==> src/rtl/muldiv_pkg.sv <==
// Shared constants, state encoding and divide context for the RV32M mul/div sequencer.
package muldiv_pkg;

    localparam int unsigned XLEN = 32;

    localparam logic [2:0] MD_MUL    = 3'd0;
    localparam logic [2:0] MD_MULH   = 3'd1;
    localparam logic [2:0] MD_MULHSU = 3'd2;
    localparam logic [2:0] MD_MULHU  = 3'd3;
    localparam logic [2:0] MD_DIV    = 3'd4;
    localparam logic [2:0] MD_DIVU   = 3'd5;
    localparam logic [2:0] MD_REM    = 3'd6;
    localparam logic [2:0] MD_REMU   = 3'd7;

    typedef enum logic [1:0] {
        ST_IDLE = 2'd0,
        ST_DIV  = 2'd1,
        ST_SIGN = 2'd2,
        ST_FIN  = 2'd3
    } state_e;

    // Context captured when a long divide is launched, consumed by the sign-fix step.
    typedef struct packed {
        logic q_neg;
        logic r_neg;
        logic sel_rem;
    } div_ctx_t;

    // Signed divide ops (DIV, REM) have funct3[0] clear.
    function automatic logic md_is_signed_div(logic [2:0] f3);
        return f3[2] & ~f3[0];
    endfunction

endpackage

==> src/rtl/muldiv_div_core.sv <==
// Iterative restoring divider datapath: one quotient bit per step, MSB first.
module muldiv_div_core #(
    parameter int unsigned W = 32
) (
    input  logic         clk,
    input  logic         nrst,
    input  logic         load,
    input  logic         step,
    input  logic [W-1:0] dividend,
    input  logic [W-1:0] divisor,
    output logic [W-1:0] quot,
    output logic [W-1:0] rem,
    output logic         last_c
);

    localparam int unsigned CW = $clog2(W);

    logic [W-1:0]  rem_q;
    logic [W-1:0]  quo_q;
    logic [W-1:0]  dvs_q;
    logic [CW-1:0] cnt_q;
    logic [W:0]    shifted;
    logic [W:0]    diff;
    logic          take;

    // 33-bit trial subtract of the shifted partial remainder.
    assign shifted = {rem_q, quo_q[W-1]};
    assign diff    = shifted - {1'b0, dvs_q};
    assign take    = shifted[W] | ~diff[W];

    always_ff @(posedge clk or negedge nrst) begin
        if (!nrst) begin
            rem_q <= '0;
            quo_q <= '0;
            dvs_q <= '0;
            cnt_q <= '0;
        end else if (load) begin
            rem_q <= '0;
            quo_q <= dividend;
            dvs_q <= divisor;
            cnt_q <= '0;
        end else if (step) begin
            rem_q <= take ? diff[W-1:0] : shifted[W-1:0];
            quo_q <= {quo_q[W-2:0], take};
            cnt_q <= cnt_q + CW'(1);
        end
    end

    assign quot   = quo_q;
    assign rem    = rem_q;
    assign last_c = (cnt_q == CW'(W - 1));

endmodule

==> src/rtl/muldiv_seq.sv <==
// RV32M multiply/divide sequencer: single-cycle multiply, 32-step divide, pipeline stall and flush abort.
module muldiv_seq #(
    parameter int unsigned XLEN = muldiv_pkg::XLEN
) (
    input  logic            clk,
    input  logic            nrst,
    input  logic            start,
    input  logic [3:0]      mulDiv_op,
    input  logic [XLEN-1:0] op_a,
    input  logic [XLEN-1:0] op_b,
    input  logic            flush,
    output logic            stall,
    output logic            done,
    output logic [XLEN-1:0] res
);

    import muldiv_pkg::*;

    state_e          state_q, state_d;
    logic [XLEN-1:0] res_q, res_d;
    logic            done_q;
    div_ctx_t        ctx_q, ctx_d;

    logic [2:0]        f3;
    logic              accept_c;
    logic              div_load, div_step;
    logic [XLEN-1:0]   quot, rem;
    logic              div_last_c;

    assign f3       = mulDiv_op[2:0];
    assign accept_c = (state_q == ST_IDLE) & start & mulDiv_op[3] & ~flush;

    // Multiplier: sign/zero-extend both operands to 2*XLEN; the low 2*XLEN bits of the product are exact.
    logic              a_sx, b_sx;
    logic [2*XLEN-1:0] prod;
    logic [XLEN-1:0]   mul_res;

    assign a_sx    = op_a[XLEN-1] & ((f3 == MD_MULH) | (f3 == MD_MULHSU));
    assign b_sx    = op_b[XLEN-1] & (f3 == MD_MULH);
    assign prod    = {{XLEN{a_sx}}, op_a} * {{XLEN{b_sx}}, op_b};
    assign mul_res = (f3 == MD_MUL) ? prod[XLEN-1:0] : prod[2*XLEN-1:XLEN];

    // Divide special cases and operand magnitudes.
    logic            sgn_div, is_rem, b_zero, ovf;
    logic            a_neg, b_neg;
    logic [XLEN-1:0] a_abs, b_abs, special_res;

    assign sgn_div = md_is_signed_div(f3);
    assign is_rem  = f3[1];
    assign b_zero  = (op_b == '0);
    assign ovf     = sgn_div & (op_a == {1'b1, {(XLEN-1){1'b0}}}) & (op_b == '1);
    assign a_neg   = sgn_div & op_a[XLEN-1];
    assign b_neg   = sgn_div & op_b[XLEN-1];
    assign a_abs   = a_neg ? (-op_a) : op_a;
    assign b_abs   = b_neg ? (-op_b) : op_b;

    // Zero divisor: DIV -> all ones, REM -> dividend. Overflow: DIV -> dividend, REM -> 0.
    always_comb begin
        special_res = '0;
        if (b_zero) special_res = is_rem ? op_a : '1;
        else        special_res = is_rem ? '0 : op_a;
    end

    logic [XLEN-1:0] quot_fix, rem_fix;
    assign quot_fix = ctx_q.q_neg ? (-quot) : quot;
    assign rem_fix  = ctx_q.r_neg ? (-rem) : rem;

    muldiv_div_core #(.W(XLEN)) u_div_core (
        .clk      (clk),
        .nrst     (nrst),
        .load     (div_load),
        .step     (div_step),
        .dividend (a_abs),
        .divisor  (b_abs),
        .quot     (quot),
        .rem      (rem),
        .last_c   (div_last_c)
    );

    // Next-state and datapath control.
    always_comb begin
        state_d  = state_q;
        res_d    = res_q;
        ctx_d    = ctx_q;
        div_load = 1'b0;
        div_step = 1'b0;
        case (state_q)
            ST_IDLE: begin
                if (accept_c) begin
                    if (!f3[2]) begin
                        res_d   = mul_res;
                        state_d = ST_FIN;
                    end else if (b_zero || ovf) begin
                        res_d   = special_res;
                        state_d = ST_FIN;
                    end else begin
                        div_load      = 1'b1;
                        ctx_d.q_neg   = a_neg ^ b_neg;
                        ctx_d.r_neg   = a_neg;
                        ctx_d.sel_rem = is_rem;
                        state_d       = ST_DIV;
                    end
                end
            end
            ST_DIV: begin
                div_step = 1'b1;
                if (div_last_c) state_d = ST_SIGN;
            end
            ST_SIGN: begin
                res_d   = ctx_q.sel_rem ? rem_fix : quot_fix;
                state_d = ST_FIN;
            end
            ST_FIN: begin
                state_d = ST_IDLE;
            end
            default: begin
                state_d = ST_IDLE;
            end
        endcase
        // Flush aborts whatever is in flight and leaves res untouched.
        if (flush) begin
            state_d  = ST_IDLE;
            res_d    = res_q;
            div_load = 1'b0;
            div_step = 1'b0;
        end
    end

    always_ff @(posedge clk or negedge nrst) begin
        if (!nrst) begin
            state_q <= ST_IDLE;
            res_q   <= '0;
            done_q  <= 1'b0;
            ctx_q   <= '0;
        end else begin
            state_q <= state_d;
            res_q   <= res_d;
            done_q  <= (state_d == ST_FIN);
            ctx_q   <= ctx_d;
        end
    end

    assign stall = nrst & (accept_c | (state_q == ST_DIV) | (state_q == ST_SIGN));
    assign done  = done_q;
    assign res   = res_q;

endmodule

==> config.mk <==
export PLATFORM = sky130hd
export DESIGN_NAME = muldiv_seq
export DESIGN_NICKNAME = d
export VERILOG_FILES = /design/src/rtl/muldiv_pkg.sv /design/src/rtl/muldiv_div_core.sv /design/src/rtl/muldiv_seq.sv
export SDC_FILE = /design/constraint.sdc
export NUM_CORES = 2
export LEC_CHECK = 0
export CAP_MARGIN = 5
export CELL_PAD_IN_SITES_DETAIL_PLACEMENT = 1
export CELL_PAD_IN_SITES_GLOBAL_PLACEMENT = 2
export CORE_UTILIZATION = 38
export DETAILED_ROUTE_END_ITERATION = 6
export GPL_ROUTABILITY_DRIVEN = 0
export PLACE_DENSITY_LB_ADDON = 0.1
export SYNTH_ARGS = -nofsm -noshare
export SYNTH_HDL_FRONTEND = slang
export SYNTH_SLANG_ARGS = --single-unit
==> constraint.sdc <==
create_clock -name clk -period 3.7 [get_ports clk]
set_clock_uncertainty 0.1 [all_clocks]
set_input_delay 0.74 -clock clk [delete_from_list [all_inputs] [get_ports clk]]
set_output_delay 0.74 -clock clk [all_outputs]
set_load 0.05 [all_outputs]
==> impl_results.md <==
- Outcome: finished, violations left
- Failing checks: negative setup slack
- Largest buffer count on any clock path: 2
- Synth-to-layout area growth: 27.5%
- Bufs and invs on worst path: 9
- Synth top area share: 46.0%
- Setup WS post-layout: -4550 ps
- Crit path largest cell delay: 570 ps
- Synth Flop Type: dfrtp_1
- Clk sinks: 139
- First-pass DRT Iterations: 5
- Register area share after synthesis: 7.10%
- H-tree depth: 4
- Slew Viols, Final: 0
- Crit Path Max Fanout: 5
- Post-DRT Antenna Nets: 0
- Most frequent cells in the layout: inv_1 (1176), fa_1 (1077), nand2_1 (928)
- Gr usage total: 31.2%
- Met3 Usage GRT: 2.91%
- Final period utilization: 223%
- Post-Layout Inst Area: 0.0624 mm²
- Detail Placement HPWL: 165000 µm
- Busiest grt layer: met2
- Vias per cell: 5.20
- DIE WIDTH: 361 µm
- Share of cells above drive strength 1: 23.0%
- Ports: 106
- Synthesized flop and latch total: 139
- Max Cap Viol: 0
- Worst Tran Pin Value: 990 ps
- DR DRC count: 0
- Die Y: 361 µm
- Vias in the first global route: 47.3k
- Mapped Area: 0.0490 mm²
- Critical-path top delay cell: fa_2
- Clock slew at reported path FFs: 60 ps
- Hold Fails Final Rpt: 0
- Die area: 0.130 mm²
- Cell count after synthesis: 5696
- Unrepaired setup endpoints after global routing: true
- Mapped Avg Cell Area: 8.60 µm²
- Crit path required time: 3940 ps
- CP top delay family: adder cells
- Global-route met1 utilization: 42.4%
- Critical path capture point type: register
- EDFF count, synth: 0
- Pin count of the biggest net entering global routing: 67
- Drt total wl: 199000 µm
- Layout Nets: 7833
- TritonCTS buffer count: 17
- CP most frequent cell: fa_1
- Area leader, netlist: fa_1
- Largest cells by area after synthesis: fa_1 (46%), inv_1 (9.5%), nand2_1 (7.4%)
- Initial Util: 38.4%
- Clk_lat worst skew: 460 ps
- Max Fclk: 121 MHz
- Most common cell after layout, fill and taps aside: inv_1
- GRT overflow: 0
- Initial antenna violation count: 20
- Mapped Nets: 7145
- Minimum clock period: 8250 ps
- DR iter-0 viols: 2437
- Hold Crit Class: register to register
- CTS tree: yes
- Worst rel slew slack: 34.0%
- Site Rows: 131
- Yosys warnings: 0
- DP Worst Slack: -5620 ps
- Post-Place Cell Area: 0.0576 mm²
- # port buffers: 105
- Met2 GRT Util: 52.9%
- Yosys cell types: 68
- Wire per inst: 24.7 µm
- CTS root buffer: clkbuf_16
- Global-route wire length before repair: 303000 µm
- Final-report setup violation count: 34
- Critical path launch point type: input pin
- Post-synth ARST share: 100%
- CP arrival: 8490 ps
- Kind of critical path: input pin to register
- Core Footprint: 0.128 mm²
- Vias: 42.0k
==> area by class of cell <==
type,count,area (µm²)
inverter,1235,4660
clock inverter,13,191
antenna,11,27.5
timing repair buffer,1026,9500
fill,14700,65200
sequential,139,3480
multi-input combinational,3965,42000
clock buffer,19,453
tap,1662,2080
==> state kept, by name, indices dropped and copies added, names as in the netlist <==
name,cells
done,1
u_div_core.cnt_q,5
state_q,2
res,32
u_div_core.rem,32
ctx_q,3
u_div_core.quot,32
u_div_core.dvs_q,32
==> logic make-up after synthesis <==
kind of cell | share of synthesized area, %
compound gates | 8.71
xor+xnor | 3.84
fa+ha+maj | 52.4
buf+inv | 12.2
flops | 7.10
mux | 0.225
simple gates | 15.5
==> synthesized netlist by cell type, types with 4 or more instances <==
| cell type | count |
|---|---|
| a2111oi_0 | 10 |
| a211oi_1 | 11 |
| a21boi_0 | 6 |
| a21o_1 | 41 |
| a21oi_1 | 199 |
| a221o_1 | 31 |
| a221oi_1 | 14 |
| a22oi_1 | 11 |
| a31oi_1 | 25 |
| a32oi_1 | 4 |
| and2_1 | 300 |
| and3_1 | 20 |
| buf_1 | 81 |
| clkbuf_1 | 271 |
| dfrtp_1 | 139 |
| fa_1 | 1126 |
| ha_1 | 251 |
| inv_1 | 1235 |
| mux2i_1 | 11 |
| nand2_1 | 961 |
| nand2b_1 | 25 |
| nand3_1 | 34 |
| nand3b_1 | 4 |
| nand4_1 | 27 |
| nor2_1 | 183 |
| nor2b_1 | 24 |
| nor3_1 | 28 |
| nor4_1 | 11 |
| o211ai_1 | 14 |
| o21a_1 | 9 |
| o21ai_0 | 224 |
| o21bai_1 | 15 |
| o221ai_1 | 5 |
| o22ai_1 | 7 |
| o31ai_1 | 34 |
| o41ai_1 | 13 |
| or2_2 | 9 |
| or3_1 | 21 |
| or4_1 | 9 |
| xnor2_1 | 122 |
| xor2_1 | 93 |
==> layer usage <==
| metal | vias up | wire length, µm |
|---|---|---|
| met4 | 4 | 6840 |
| li1 | 18500 | - |
| met3 | 248 | 9170 |
| met1 | 22300 | 86600 |
| met5 | - | 33 |
| met2 | 946 | 96700 |
==> through the flow <==
stage	utilization, %	cells	TNS, ps	hold slack (ps)
floorplan	-	5696	-130570	344
global placement	45.1	7889	-229320	369
detailed placement	45.1	7889	-235060	378
CTS	47.5	8009	-134940	393
global route	48.9	8062	-142670	432
finish	48.9	8070	-134960	386
==> timing repair <==
item,CTS,global route
gates cloned,5,2
pin swaps,268,274
hold endpoints to repair,9,0
hold buffers,1,0
gates resized for setup,418,350
setup endpoints to repair,127,103
buffers inserted,94,69
==> worst reg2reg max path, stage by stage, from the launching register on <==
cell and delay, ps:
dfrtp_1 380, or4_4 570, or4_4 450, or3_4 340, or4_1 490, or4_4 500, o31ai_2 250, xor2_1 240
nand2_1 80, o21ai_1 80, a21oi_1 130, a32o_1 260
==> worst paths after layout <==
path                                     startpoint             endpoint  slack (ps)  cells past startpoint
min in group asynchronous                      nrst  u_div_core.dvs_q[3]         560                      2
max in group asynchronous                      nrst              res[17]        1730                      3
worst min register to register  u_div_core.dvs_q[2]  u_div_core.dvs_q[2]         390                      2
worst max register to register   u_div_core.rem[13]              res[31]        -280                     11
worst min-delay path            u_div_core.dvs_q[2]  u_div_core.dvs_q[2]         390                      2
worst max-delay path                   mulDiv_op[0]              res[31]       -4550                     33
Power is left out: the tool's default activity adds up to more than one toggle a clock period on the data nets, which glitch-free logic cannot reach.
